$ cat src/rtl/uart_tx_arbiter.sv
// Round-robin arbiter that shares one UART byte path between NUM_REQ message sources
// and a priority error source; an error message halts the block until reset.
module uart_tx_arbiter #(
    parameter int NUM_REQ   = 3,
    parameter int MSG_BYTES = 3,
    localparam int MSG_W    = 8 * MSG_BYTES
) (
    input  logic                     clk,
    input  logic                     n_reset,
    input  logic [NUM_REQ-1:0]       req_valid,
    input  logic [NUM_REQ*MSG_W-1:0] req_msg,
    output logic [NUM_REQ-1:0]       req_ack,
    input  logic                     err_valid,
    input  logic [MSG_W-1:0]         err_msg,
    output logic                     err_ack,
    output logic [7:0]               tx_byte,
    output logic                     tx_valid,
    input  logic                     tx_ready,
    output logic                     busy,
    output logic                     halted,
    output logic [15:0]              msg_count
);

    localparam int PTR_W = (NUM_REQ > 1) ? $clog2(NUM_REQ) : 1;
    localparam int IDX_W = (MSG_BYTES > 1) ? $clog2(MSG_BYTES) : 1;
    localparam logic [IDX_W-1:0] LAST_IDX = IDX_W'(MSG_BYTES - 1);

    typedef enum logic [1:0] {
        ST_IDLE = 2'd0,
        ST_SEND = 2'd1,
        ST_HALT = 2'd2
    } state_t;

    state_t             state_r;
    logic [PTR_W-1:0]   rr_ptr_r;
    logic [IDX_W-1:0]   byte_idx_r;
    logic [MSG_W-1:0]   msg_r;
    logic               err_flag_r;

    logic               found_s;
    logic               hit_s;
    logic [PTR_W-1:0]   gnt_s;
    logic [PTR_W-1:0]   next_ptr_s;
    logic [MSG_W-1:0]   grant_msg_s;
    logic               grant_en_s;
    logic [IDX_W-1:0]   next_idx_s;
    int                 cand_s;

    // Byte idx of a message, counted from the most significant byte.
    function automatic logic [7:0] byte_of(input logic [MSG_W-1:0] msg,
                                           input logic [IDX_W-1:0] idx);
        logic [7:0] b;
        b = 8'h00;
        for (int i = 0; i < MSG_BYTES; i++) begin
            if (idx == i[IDX_W-1:0]) begin
                b = msg[MSG_W-1-8*i -: 8];
            end else begin
                b = b;
            end
        end
        return b;
    endfunction

    // Round-robin search from rr_ptr_r; acks are combinational so the requester sees them at the grant edge.
    always_comb begin
        found_s     = 1'b0;
        hit_s       = 1'b0;
        gnt_s       = '0;
        grant_msg_s = '0;
        cand_s      = 0;
        for (int k = 0; k < NUM_REQ; k++) begin
            cand_s      = int'(rr_ptr_r) + k;
            cand_s      = (cand_s >= NUM_REQ) ? (cand_s - NUM_REQ) : cand_s;
            hit_s       = !found_s && req_valid[cand_s[PTR_W-1:0]];
            gnt_s       = hit_s ? cand_s[PTR_W-1:0] : gnt_s;
            grant_msg_s = hit_s ? req_msg[cand_s*MSG_W +: MSG_W] : grant_msg_s;
            found_s     = found_s | hit_s;
        end
        next_ptr_s = (int'(gnt_s) + 1 >= NUM_REQ) ? '0 : PTR_W'(int'(gnt_s) + 1);
        next_idx_s = byte_idx_r + 1'b1;
        grant_en_s = n_reset && (state_r == ST_IDLE);
        err_ack    = grant_en_s && err_valid;
        if (grant_en_s && !err_valid && found_s) begin
            req_ack = NUM_REQ'(1) << gnt_s;
        end else begin
            req_ack = '0;
        end
    end

    // Main FSM: latch a granted message, stream it MSB byte first, halt after an error message.
    always_ff @(posedge clk) begin
        if (!n_reset) begin
            state_r    <= ST_IDLE;
            rr_ptr_r   <= '0;
            byte_idx_r <= '0;
            msg_r      <= '0;
            err_flag_r <= 1'b0;
            tx_byte    <= 8'h00;
            tx_valid   <= 1'b0;
            busy       <= 1'b0;
            halted     <= 1'b0;
            msg_count  <= 16'h0000;
        end else begin
            case (state_r)
                ST_IDLE: begin
                    if (err_valid) begin
                        msg_r      <= err_msg;
                        err_flag_r <= 1'b1;
                        byte_idx_r <= '0;
                        tx_byte    <= err_msg[MSG_W-1 -: 8];
                        tx_valid   <= 1'b1;
                        busy       <= 1'b1;
                        state_r    <= ST_SEND;
                    end else if (found_s) begin
                        msg_r      <= grant_msg_s;
                        rr_ptr_r   <= next_ptr_s;
                        byte_idx_r <= '0;
                        tx_byte    <= grant_msg_s[MSG_W-1 -: 8];
                        tx_valid   <= 1'b1;
                        busy       <= 1'b1;
                        state_r    <= ST_SEND;
                    end else begin
                        state_r    <= ST_IDLE;
                    end
                end
                ST_SEND: begin
                    if (tx_ready) begin
                        if (byte_idx_r == LAST_IDX) begin
                            byte_idx_r <= '0;
                            msg_count  <= msg_count + 16'd1;
                            tx_valid   <= 1'b0;
                            tx_byte    <= 8'h00;
                            if (err_flag_r) begin
                                halted  <= 1'b1;
                                state_r <= ST_HALT;
                            end else begin
                                busy    <= 1'b0;
                                state_r <= ST_IDLE;
                            end
                        end else begin
                            byte_idx_r <= next_idx_s;
                            tx_byte    <= byte_of(msg_r, next_idx_s);
                        end
                    end else begin
                        state_r <= ST_SEND;
                    end
                end
                ST_HALT: begin
                    state_r <= ST_HALT;
                end
                default: begin
                    state_r  <= ST_IDLE;
                    tx_valid <= 1'b0;
                    busy     <= 1'b0;
                end
            endcase
        end
    end

endmodule

$ cat config.mk
export PLATFORM = sky130hd
export DESIGN_NAME = uart_tx_arbiter
export DESIGN_NICKNAME = d
export VERILOG_FILES = /design/src/rtl/uart_tx_arbiter.sv
export SDC_FILE = /design/constraint.sdc
export NUM_CORES = 1
export LEC_CHECK = 0
export BUFFER_PORTS_ARGS = -buffer_cell sky130_fd_sc_hd__buf_2
export CAP_MARGIN = 20
export CELL_PAD_IN_SITES_DETAIL_PLACEMENT = 1
export CELL_PAD_IN_SITES_GLOBAL_PLACEMENT = 1
export CORE_ASPECT_RATIO = 0.5
export CORE_MARGIN = 2
export CORE_UTILIZATION = 44
export CTS_BUF_LIST = sky130_fd_sc_hd__clkbuf_8
export DETAILED_ROUTE_END_ITERATION = 10
export PLACE_DENSITY = 0.81
export SLEW_MARGIN = 25
export SYNTH_ARGS = -nofsm -noshare
export SYNTH_HDL_FRONTEND = slang
export SYNTH_SLANG_ARGS = --single-unit
$ cat constraint.sdc
create_clock -name clk -period 5.1 [get_ports clk]
set_input_delay 0.51 -clock clk [delete_from_list [all_inputs] [get_ports clk]]
set_output_delay 0.51 -clock clk [all_outputs]
set_load 0.005 [all_outputs]
---- Word level (Yosys, flattened, before mapping) ----
Index checks and enable logic that the tools add are counted.
storage, ports and cells
  input bits .............................. 103
  RAM bits ................................ 0
  register bits after elaboration ......... 58
  bits in read-only memories .............. 0
  logic and storage cells ................. 114
  bits in latches ......................... 0
  memories kept ........................... 0
operators by class
  eq/ne operators ......................... 10
  add/sub/neg operators ................... 8
  $lt $le $gt $ge ......................... 7
  bitwise logic cells ..................... 4
  $mul .................................... 3
  reductions and logical operators ........ 21
  multiplexer cells ....................... 47
  shift-type cells ........................ 4
  div/mod/pow operators ................... 0
operators by type and width
  kind                   count
  $shiftx 72x32->24      3
  $mux 24                5
  $mul 32x3->29 const B  3
  $mux 32                3
  $mux 8                 7
  $ge 32x3->1 const B    1
  $mux 2                 11
  $add 16x1->16 const B  1
  $pmux 8 s2             1
  $mux 1                 12
  $lt 2x3->1 const B     3
  $reduce_and 3->1       3
  $reduce_and 4->1       2
  $sub 3x2->4 const B    2
  $add 2x1->3 const B    2
  $bmux 1 s2             3
  $eq 2x2->1 const B     3
  $ge 3x2->1 const B     2
  $logic_and 1x1->1      6
  $ne 2x2->1 const B     3
  $ne 3x3->1 const B     2
  $pmux 1 s3             2
  $pmux 2 s3             1
  $reduce_and 5->1       1
  14 further kinds       22

---- Logic depth before layout (Yosys ltp) ----
Gate-level depths: netlist (run 1).
  depth in word-level cells ............... 13
  gate-level depth with buffers ........... 19
  depth with buffers taken out ............ 12

---- Worst setup path before layout (run 1) ----
Ideal clock, no wire load.
  path type ............................... reg-to-reg
  start point ............................. reg rr_ptr_r[0]
  end point ............................... reg msg_r[7]
  data arrival time ....................... 3.683 ns
  stages on the path, launching flop included .. 17
  setup slack ............................. 1.359 ns
  data required time ...................... 5.042 ns
  period minus slack after synthesis ...... 3.741 ns
  cells stage by stage .................... dfxtp_1 -> inv_1 -> ha_1 -> buf_4 -> buf_4 -> buf_2 -> clkbuf_1 -> and2_1 -> ha_1 -> fa_1 -> inv_1 -> nor4_4 -> nand2_1 -> o21ai_0 -> nand4_1 -> a2111oi_2 -> o21a_1
on the way
  cells in the longest elaborated chain, start to end .. 12
ends and longest elaborated chain
  what                                                    line  RTL
  start, declared                                         35    logic [PTR_W-1:0] rr_ptr_r;
  start signal, assigned                                  116   rr_ptr_r <= next_ptr_s;
  branches (longest 12 deep; another with $mul 32x3->29)  n/a
  end signal, assigned                                    107   msg_r <= err_msg;
  end signal, assigned                                    115   msg_r <= grant_msg_s;
  end, declared                                           37    logic [MSG_W-1:0] msg_r;
Several ways; the timed one is not identified. The select of a mux whose other input is x is not followed.
A chain may end at the register's enable or synchronous reset.

---- Worst setup path after layout (run 1) ----
  start point ............................. reg rr_ptr_r[1]
  end point ............................... out req_ack[2]
on the way
  cells in the longest elaborated chain, start to end .. 12
ends and longest elaborated chain
  what                                                             line    RTL
  $add 2x1->3 (tied with other cells)                              72      cand_s = int'(rr_ptr_r) + k;
  $sub 3x2->4 (tied with other cells)                              73      cand_s = (cand_s >= NUM_REQ) ? (cand_s - NUM_REQ) : cand_s;
  $mux 32 or $bmux 1 s2 (tied branches)                            73, 74
  $bmux 1 s2 or $mux 1 (tied branches)                             74      hit_s = !found_s && req_valid[cand_s[PTR_W-1:0]];
  $mux 1 (implied by the code) or $logic_not 1->1 (tied branches)  74
  $logic_and 1x1->1                                                74
  $or 1x1->1                                                       77      found_s = found_s | hit_s;
  $logic_not 1->1                                                  74
  $logic_and 1x1->1                                                74
  $mux 2 or $or 1x1->1 (tied branches)                             75, 77
  $shl 1x2->3 or $logic_and 1x1->1 (tied branches)                 84, 83
  $mux 3 (*)                                                       83      if (grant_en_s && !err_valid && found_s) begin
  end, declared                                                    12      output logic [NUM_REQ-1:0] req_ack,
Mark *: on every way between the ends. The rest lies on a longest branch, timed or not. The select of a mux whose other input is x is not followed.

==> impl_metrics.env, run 1 <==
export IMPL_grt_max_degree=108
export IMPL_synthXorXnorAreaFrac=0.0150
export IMPL_nets=1170
export IMPL_cts_htree_levels=3
export IMPL_hold_buffers=0
export IMPL_status="completed"
export IMPL_worst_setup_path_end_kind="output port"
export IMPL_cts_sinks=58
export IMPL_p_per_area_nw_per_um2=236
export IMPL_rows=35
export IMPL_ys_types=76
export IMPL_synth_compound_area_frac=0.255
export IMPL_dpl_hpwl_mm=23.6
export IMPL_io_pins=134
export IMPL_cpPeakStageDelay_ns=0.75
export IMPL_grt_pass1_wl_mm=49.7
export IMPL_required_ns=4.59
export IMPL_muxShareOfSynthArea=0.316
export IMPL_post_cts_resized=0
export IMPL_tns_ns=0
export IMPL_slew_headroom=0.307
export IMPL_syn2layout_area_growth_pct=10.0
export IMPL_portBuffers=133
export IMPL_fin_crit_ns=4.27
export IMPL_path_cells="inv_1 > ha_4 > nand2b_1 > a21o_1 > a2111oi_4 > and2_1 > nand2_1 > nor2_1 > buf_2"
export IMPL_vdd_drop_max_uv=119
export IMPL_finalWirelength_mm=32.1
export IMPL_synth_cells=986
export IMPL_antenna_found_initial=1
export IMPL_worstPathArrival_ns=3.76
export IMPL_fin_skew_ns=0.00804
export IMPL_coreArea_um2=18300
export IMPL_start_kind="flip-flop"
export IMPL_period_share=0.838
export IMPL_hold_viol_final=0
export IMPL_finalPower_mw=2.11
export IMPL_root_buffer="clkbuf_8"
export IMPL_synth_simple_area_share=0.180
export IMPL_crit_fanout=52
export IMPL_gp_congestion=1.03
export IMPL_rsz0062_at_grt="no"
export IMPL_synthArstFlopShare=0
export IMPL_routed_via_density=6.77
export IMPL_insertion_delay_ns=0.34
export IMPL_yosysWarnings=0
export IMPL_tightest_slew_ns=1.04
export IMPL_crit_type="reg -> out"
export IMPL_syn_num_nets=1100
export IMPL_die_h_um=100
export IMPL_avgRoutedWirePerCell_um=24.7
export IMPL_detailed_place_area_um2=8760
export IMPL_leakagePower_nw=3.18
export IMPL_grt_usage=0.322
export IMPL_slowest_stage="ha_4"
export IMPL_synth_edf_count=0
export IMPL_syn_area_um2=8150
export IMPL_max_freq_ghz=0.234
export IMPL_synth_fa_ha_area_frac=0.0187
export IMPL_tritoncts="built"
export IMPL_slew_violations=0
export IMPL_yosys_most_used_dff="dfxtp_1"
export IMPL_drv_cap=0
export IMPL_die_area_um2=19700
export IMPL_cts_buffers=9
export IMPL_drt_iter0_markers=918
export IMPL_cts_setup_buffers=0
export IMPL_ys_seq_area_frac=0.143
export IMPL_cp_num_buf_inv=2
export IMPL_clk_pin_slew_ns=0.06
export IMPL_cp_top_family="simple AND/OR/NAND/NOR gates"
export IMPL_ys_ff_latch=58
export IMPL_fp_dieW_um=196
export IMPL_clockBufferDepth=2
export IMPL_finalInstanceArea_um2=8960
export IMPL_start_util=0.446
export IMPL_drive_gt1_frac=0.248
export IMPL_synth_top_family_by_area="multiplexers"
export IMPL_post_route_util=0.491
export IMPL_syn_avg_cell_area_um2=8.26
export IMPL_final_antenna_net_count=0
export IMPL_antenna_cells=0
export IMPL_grt_remaining_overflow=0
export IMPL_num_vias=8806
export IMPL_first_pass_iters=5
export IMPL_setup_violations=0
export IMPL_fill_cells=2242
export IMPL_min_path_type="reg -> reg"
export IMPL_drc_errors=0
export IMPL_grt_pass1_vias=8685
-- per-layer routing --
layer,GRT usage,part of all wire,vias to the layer above
met1,0.438,0.43,4374
met4,0.100,0.025,2
met3,0.0823,0.10,85
li1,-,-,3923
met2,0.504,0.44,422
met5,0,0.00019,-
-- flip-flops by register name, indices dropped and copies added (netlist names) --
name	cells
msg_r	24
msg_count	16
tx_byte	8
byte_idx_r	2
rr_ptr_r	2
state_r	2
busy	1
err_flag_r	1
halted	1
tx_valid	1
-- path summary, 6_finish.rpt --
check	from	end	slack, ns	cells past startpoint
max	rr_ptr_r[1]	req_ack[2]	0.83	9
min reg2reg	halted	halted	0.46	2
max reg2reg	rr_ptr_r[1]	msg_r[20]	0.89	12
min	halted	halted	0.46	2
-- Yosys cell counts, types with 6 or more instances --
master / instances / area [µm²]
nand2_1: 103 / 387
nor2b_1: 21 / 131
o21ai_0: 64 / 320
buf_1: 6 / 22.5
nand4_1: 9 / 56.3
mux2_2: 27 / 304
xnor2_1: 7 / 61.3
nand3_1: 36 / 180
a22oi_1: 15 / 113
nor2_1: 71 / 267
dfxtp_1: 58 / 1160
a31oi_1: 22 / 138
a221oi_1: 13 / 114
nor3_1: 13 / 65.1
a221o_1: 6 / 60.1
o31ai_1: 8 / 60.1
a21oi_1: 58 / 290
nand2b_1: 10 / 62.6
ha_1: 9 / 113
o211ai_1: 19 / 143
mux4_2: 49 / 1100
xor2_1: 7 / 61.3
buf_6: 12 / 135
buf_2: 34 / 170
inv_1: 9 / 33.8
clkbuf_1: 23 / 86.3
and2_1: 22 / 138
buf_4: 14 / 105
a211oi_1: 15 / 113
mux2i_1: 117 / 1170
a211o_1: 6 / 52.6
-- cell families (layout without fill, tap and decap cells) --
| kind of cell | after synthesis | count (layout) |
|---|---|---|
| adders and majority gates | 11 | 11 |
| muxes | 193 | 193 |
| and+or+nand+nor | 306 | 306 |
| buffers and inverters | 103 | 177 |
| xor gates and xnor gates | 14 | 14 |
| other | 1 | 1 |
| DFF | 58 | 58 |
| AOI/OAI and AO/OA | 300 | 300 |
-- layout make-up --
cell class,instances,area [µm²],share of cell area
clock buffers,12,165,0.0184
inverters,13,48.8,0.00544
well taps,240,300,0.0335
clock inverters,3,38.8,0.00433
repair buffers,149,798,0.0891
multi-input cells,825,6450,0.720
flip-flops and latches,58,1160,0.130
-- metrics by stage --
stage	setup slack, ns	instances	hold WS, ns
2_1_floorplan	1.36	986	0.421
3_3_place_gp	1.18	1285	0.449
3_5_place_dp	1.02	1285	0.459
4_1_cts	0.775	1300	0.471
5_1_grt	0.532	1300	0.488
6_report	0.827	1300	0.465
-- worst reg2reg max path, delay by kind of cell, from the launching register on --
family | cells | cell delay, ns
buf+inv | 1 | 0.19
compound gates | 2 | 0.65
flops | 1 | 0.49
fa+ha+maj | 2 | 1.25
simple gates | 7 | 1.58
-- placed cells by master, fill, tap and decap left out, drive strengths merged, types with 7 or more instances in the layout --
| master | instances |
|---|---|
| a2111oi | 8 |
| a211oi | 16 |
| a21oi | 59 |
| a221oi | 13 |
| a22oi | 15 |
| a31oi | 22 |
| and2 | 22 |
| buf | 149 |
| clkbuf | 12 |
| dfxtp | 58 |
| ha | 9 |
| inv | 12 |
| mux2 | 27 |
| mux2i | 117 |
| mux4 | 49 |
| nand2 | 103 |
| nand2b | 10 |
| nand3 | 36 |
| nand4 | 9 |
| nor2 | 73 |
| nor2b | 22 |
| nor3 | 14 |
| o211ai | 19 |
| o21ai | 69 |
| o31ai | 8 |
| xnor2 | 7 |
| xor2 | 7 |
-- report_power, final --
part	internal [mW]	total, mW	switching, mW
combinational	0.461	1.15	0.690
sequential	0.492	0.523	0.0303
clock	0.260	0.440	0.179
total	1.21	2.11	0.899
Note: power is estimated with default switching activity, not from simulation.
==> run 2, diff against run 1 <==
==> constraint.sdc (replaced) <==
create_clock -name clk -period 4.1 [get_ports clk]
set_input_delay 0.41 -clock clk [delete_from_list [all_inputs] [get_ports clk]]
set_output_delay 0.41 -clock clk [all_outputs]
set_load 0.005 [all_outputs]
==> impl_metrics.env, run 2 (same netlist as run 1, synthesis figures left out) <==
export IMPL_wl_met1_mm=14.1
export IMPL_tightest_slew_ns=0.976
export IMPL_finalPower_mw=2.80
export IMPL_wl_met2_mm=14.6
export IMPL_rsz0062_at_grt="no"
export IMPL_portBuffers=133
export IMPL_fin_skew_ns=0.00962
export IMPL_nets=1186
export IMPL_die_area_um2=19700
export IMPL_crit_type="reg -> reg"
export IMPL_post_route_util=0.503
export IMPL_finalWirelength_mm=32.8
export IMPL_hold_viol_final=0
export IMPL_cpPeakStageDelay_ns=0.58
export IMPL_drv_cap=0
export IMPL_largest_register_ffs=24
export IMPL_dp_slack_ns=0.282
export IMPL_status="completed"
export IMPL_insertion_delay_ns=0.35
export IMPL_p_per_area_nw_per_um2=306
export IMPL_grt_usage=0.328
export IMPL_io_pins=134
export IMPL_cp_num_buf_inv=2
export IMPL_drt_iter0_markers=1017
export IMPL_grt_max_degree=75
export IMPL_tns_ns=0
export IMPL_fill_cells=2242
export IMPL_final_common_cell="buf_2"
export IMPL_avgRoutedWirePerCell_um=24.9
export IMPL_top_register="msg_r"
export IMPL_gp_congestion=0.966
export IMPL_vdd_drop_max_uv=139
export IMPL_cts_setup_buffers=0
export IMPL_period_share=0.946
export IMPL_dpl_hpwl_mm=23.4
export IMPL_final_antenna_net_count=0
export IMPL_fp_dieW_um=196
export IMPL_cts_htree_levels=3
export IMPL_cts_buffers=9
export IMPL_finalInstanceArea_um2=9180
export IMPL_wl_met3_mm=3.34
export IMPL_routed_via_density=6.82
export IMPL_drc_errors=0
export IMPL_detailed_place_area_um2=8860
export IMPL_tritoncts="built"
export IMPL_start_kind="flip-flop"
export IMPL_highest_layer="met4"
export IMPL_final_cell_mix="133 x buf_2, 117 x mux2i_1, 103 x nand2_1"
export IMPL_antenna_found_initial=1
export IMPL_die_h_um=100
export IMPL_cp_top_family="adder cells"
export IMPL_clockBufferDepth=2
export IMPL_rows=35
export IMPL_num_vias=8982
export IMPL_required_ns=4.32
export IMPL_grt_remaining_overflow=0
export IMPL_slowest_stage="fa_1"
export IMPL_reg_top3="msg_r: 24 flops, msg_count: 16 flops, tx_byte: 8 flops"
export IMPL_drive_gt1_frac=0.259
export IMPL_grt_pass1_wl_mm=50.6
export IMPL_setup_ws_ns=0.222
export IMPL_slew_headroom=0.348
export IMPL_start_util=0.446
export IMPL_path_cells="inv_1 > ha_4 > nor2b_4 > and2_1 > fa_1 > nor2_1 > o211ai_1 > nand2_1 > buf_4 > a221o_1 > a221oi_1 > o31ai_1"
export IMPL_worstPathArrival_ns=4.10
export IMPL_cts_sinks=58
export IMPL_clk_pin_slew_ns=0.07
export IMPL_antenna_cells=0
export IMPL_fin_crit_ns=3.88
export IMPL_slew_violations=0
export IMPL_root_buffer="clkbuf_8"
export IMPL_syn2layout_area_growth_pct=12.6
export IMPL_coreArea_um2=18300
export IMPL_max_freq_ghz=0.258
export IMPL_first_pass_iters=5
export IMPL_grt_pass1_vias=8907
export IMPL_leakagePower_nw=3.30
export IMPL_min_path_type="in -> reg"
export IMPL_setup_violations=0
export IMPL_worst_setup_path_end_kind="flip-flop"
export IMPL_crit_fanout=13
run 2: cell count changes in the layout (fill, tap and decap cells not counted), sizes merged:
cell | before | now
buf | 149 | 163
bufbuf | 0 | 1
bufinv | 1 | 3
clkinv | 3 | 2
clkinvlp | 0 | 1
run 2: final timing paths:
check	from	endpoint	slack, ns	cells after the start
setup / recovery	rr_ptr_r[1]	msg_r[2]	0.22	12
hold / removal	err_msg[21]	msg_r[21]	0.41	3
setup reg to reg	rr_ptr_r[1]	msg_r[2]	0.22	12
hold reg to reg	tx_byte[3]	tx_byte[3]	0.46	2
run 2: layout make-up:
cell class,instances,area (µm²),area share
multi-input combinational,825,6450,0.702
sequential,58,1160,0.127
timing repair buffer,165,968,0.106
tap,240,300,0.0327
clock buffer,11,151,0.0165
clock inverter,5,101,0.0110
inverter,13,48.8,0.00532
run 2: repair_timing:
action                                  4_1_cts  5_1_grt
hold buffers                                  0        0
cloned                                        1        1
gates resized for setup                       1        0
endpoints found under the setup margin        3        2
run 2: stage by stage:
stage	hold WS (ns)	std cells
floorplan	0.421	986
global placement	0.450	1299
detailed placement	0.455	1299
CTS	0.393	1316
global route	0.416	1317
finish	0.413	1317
run 2: power by group:
group / switching (mW) / total (mW) / internal (mW) / leakage, nW
sequential: 0.0385 / 0.651 / 0.612 / 0.475
combinational: 0.871 / 1.48 / 0.608 / 2.70
clock: 0.240 / 0.675 / 0.435 / 0.127
total: 1.15 / 2.80 / 1.65 / 3.30
run 2: worst register-to-register path, delay by kind of cell (launching register included):
family | cells | cell delay (ns)
fa+ha+maj | 2 | 1.04
compound gates | 4 | 1.02
flops | 1 | 0.49
simple gates | 4 | 0.69
buf+inv | 2 | 0.49
run 2: routing by layer:
layer | track usage | vias to the layer above
met4 | 0.105 | 0
li1 | - | 3950
met1 | 0.436 | 4486
met2 | 0.523 | 469
met5 | 0 | -
met3 | 0.0850 | 77
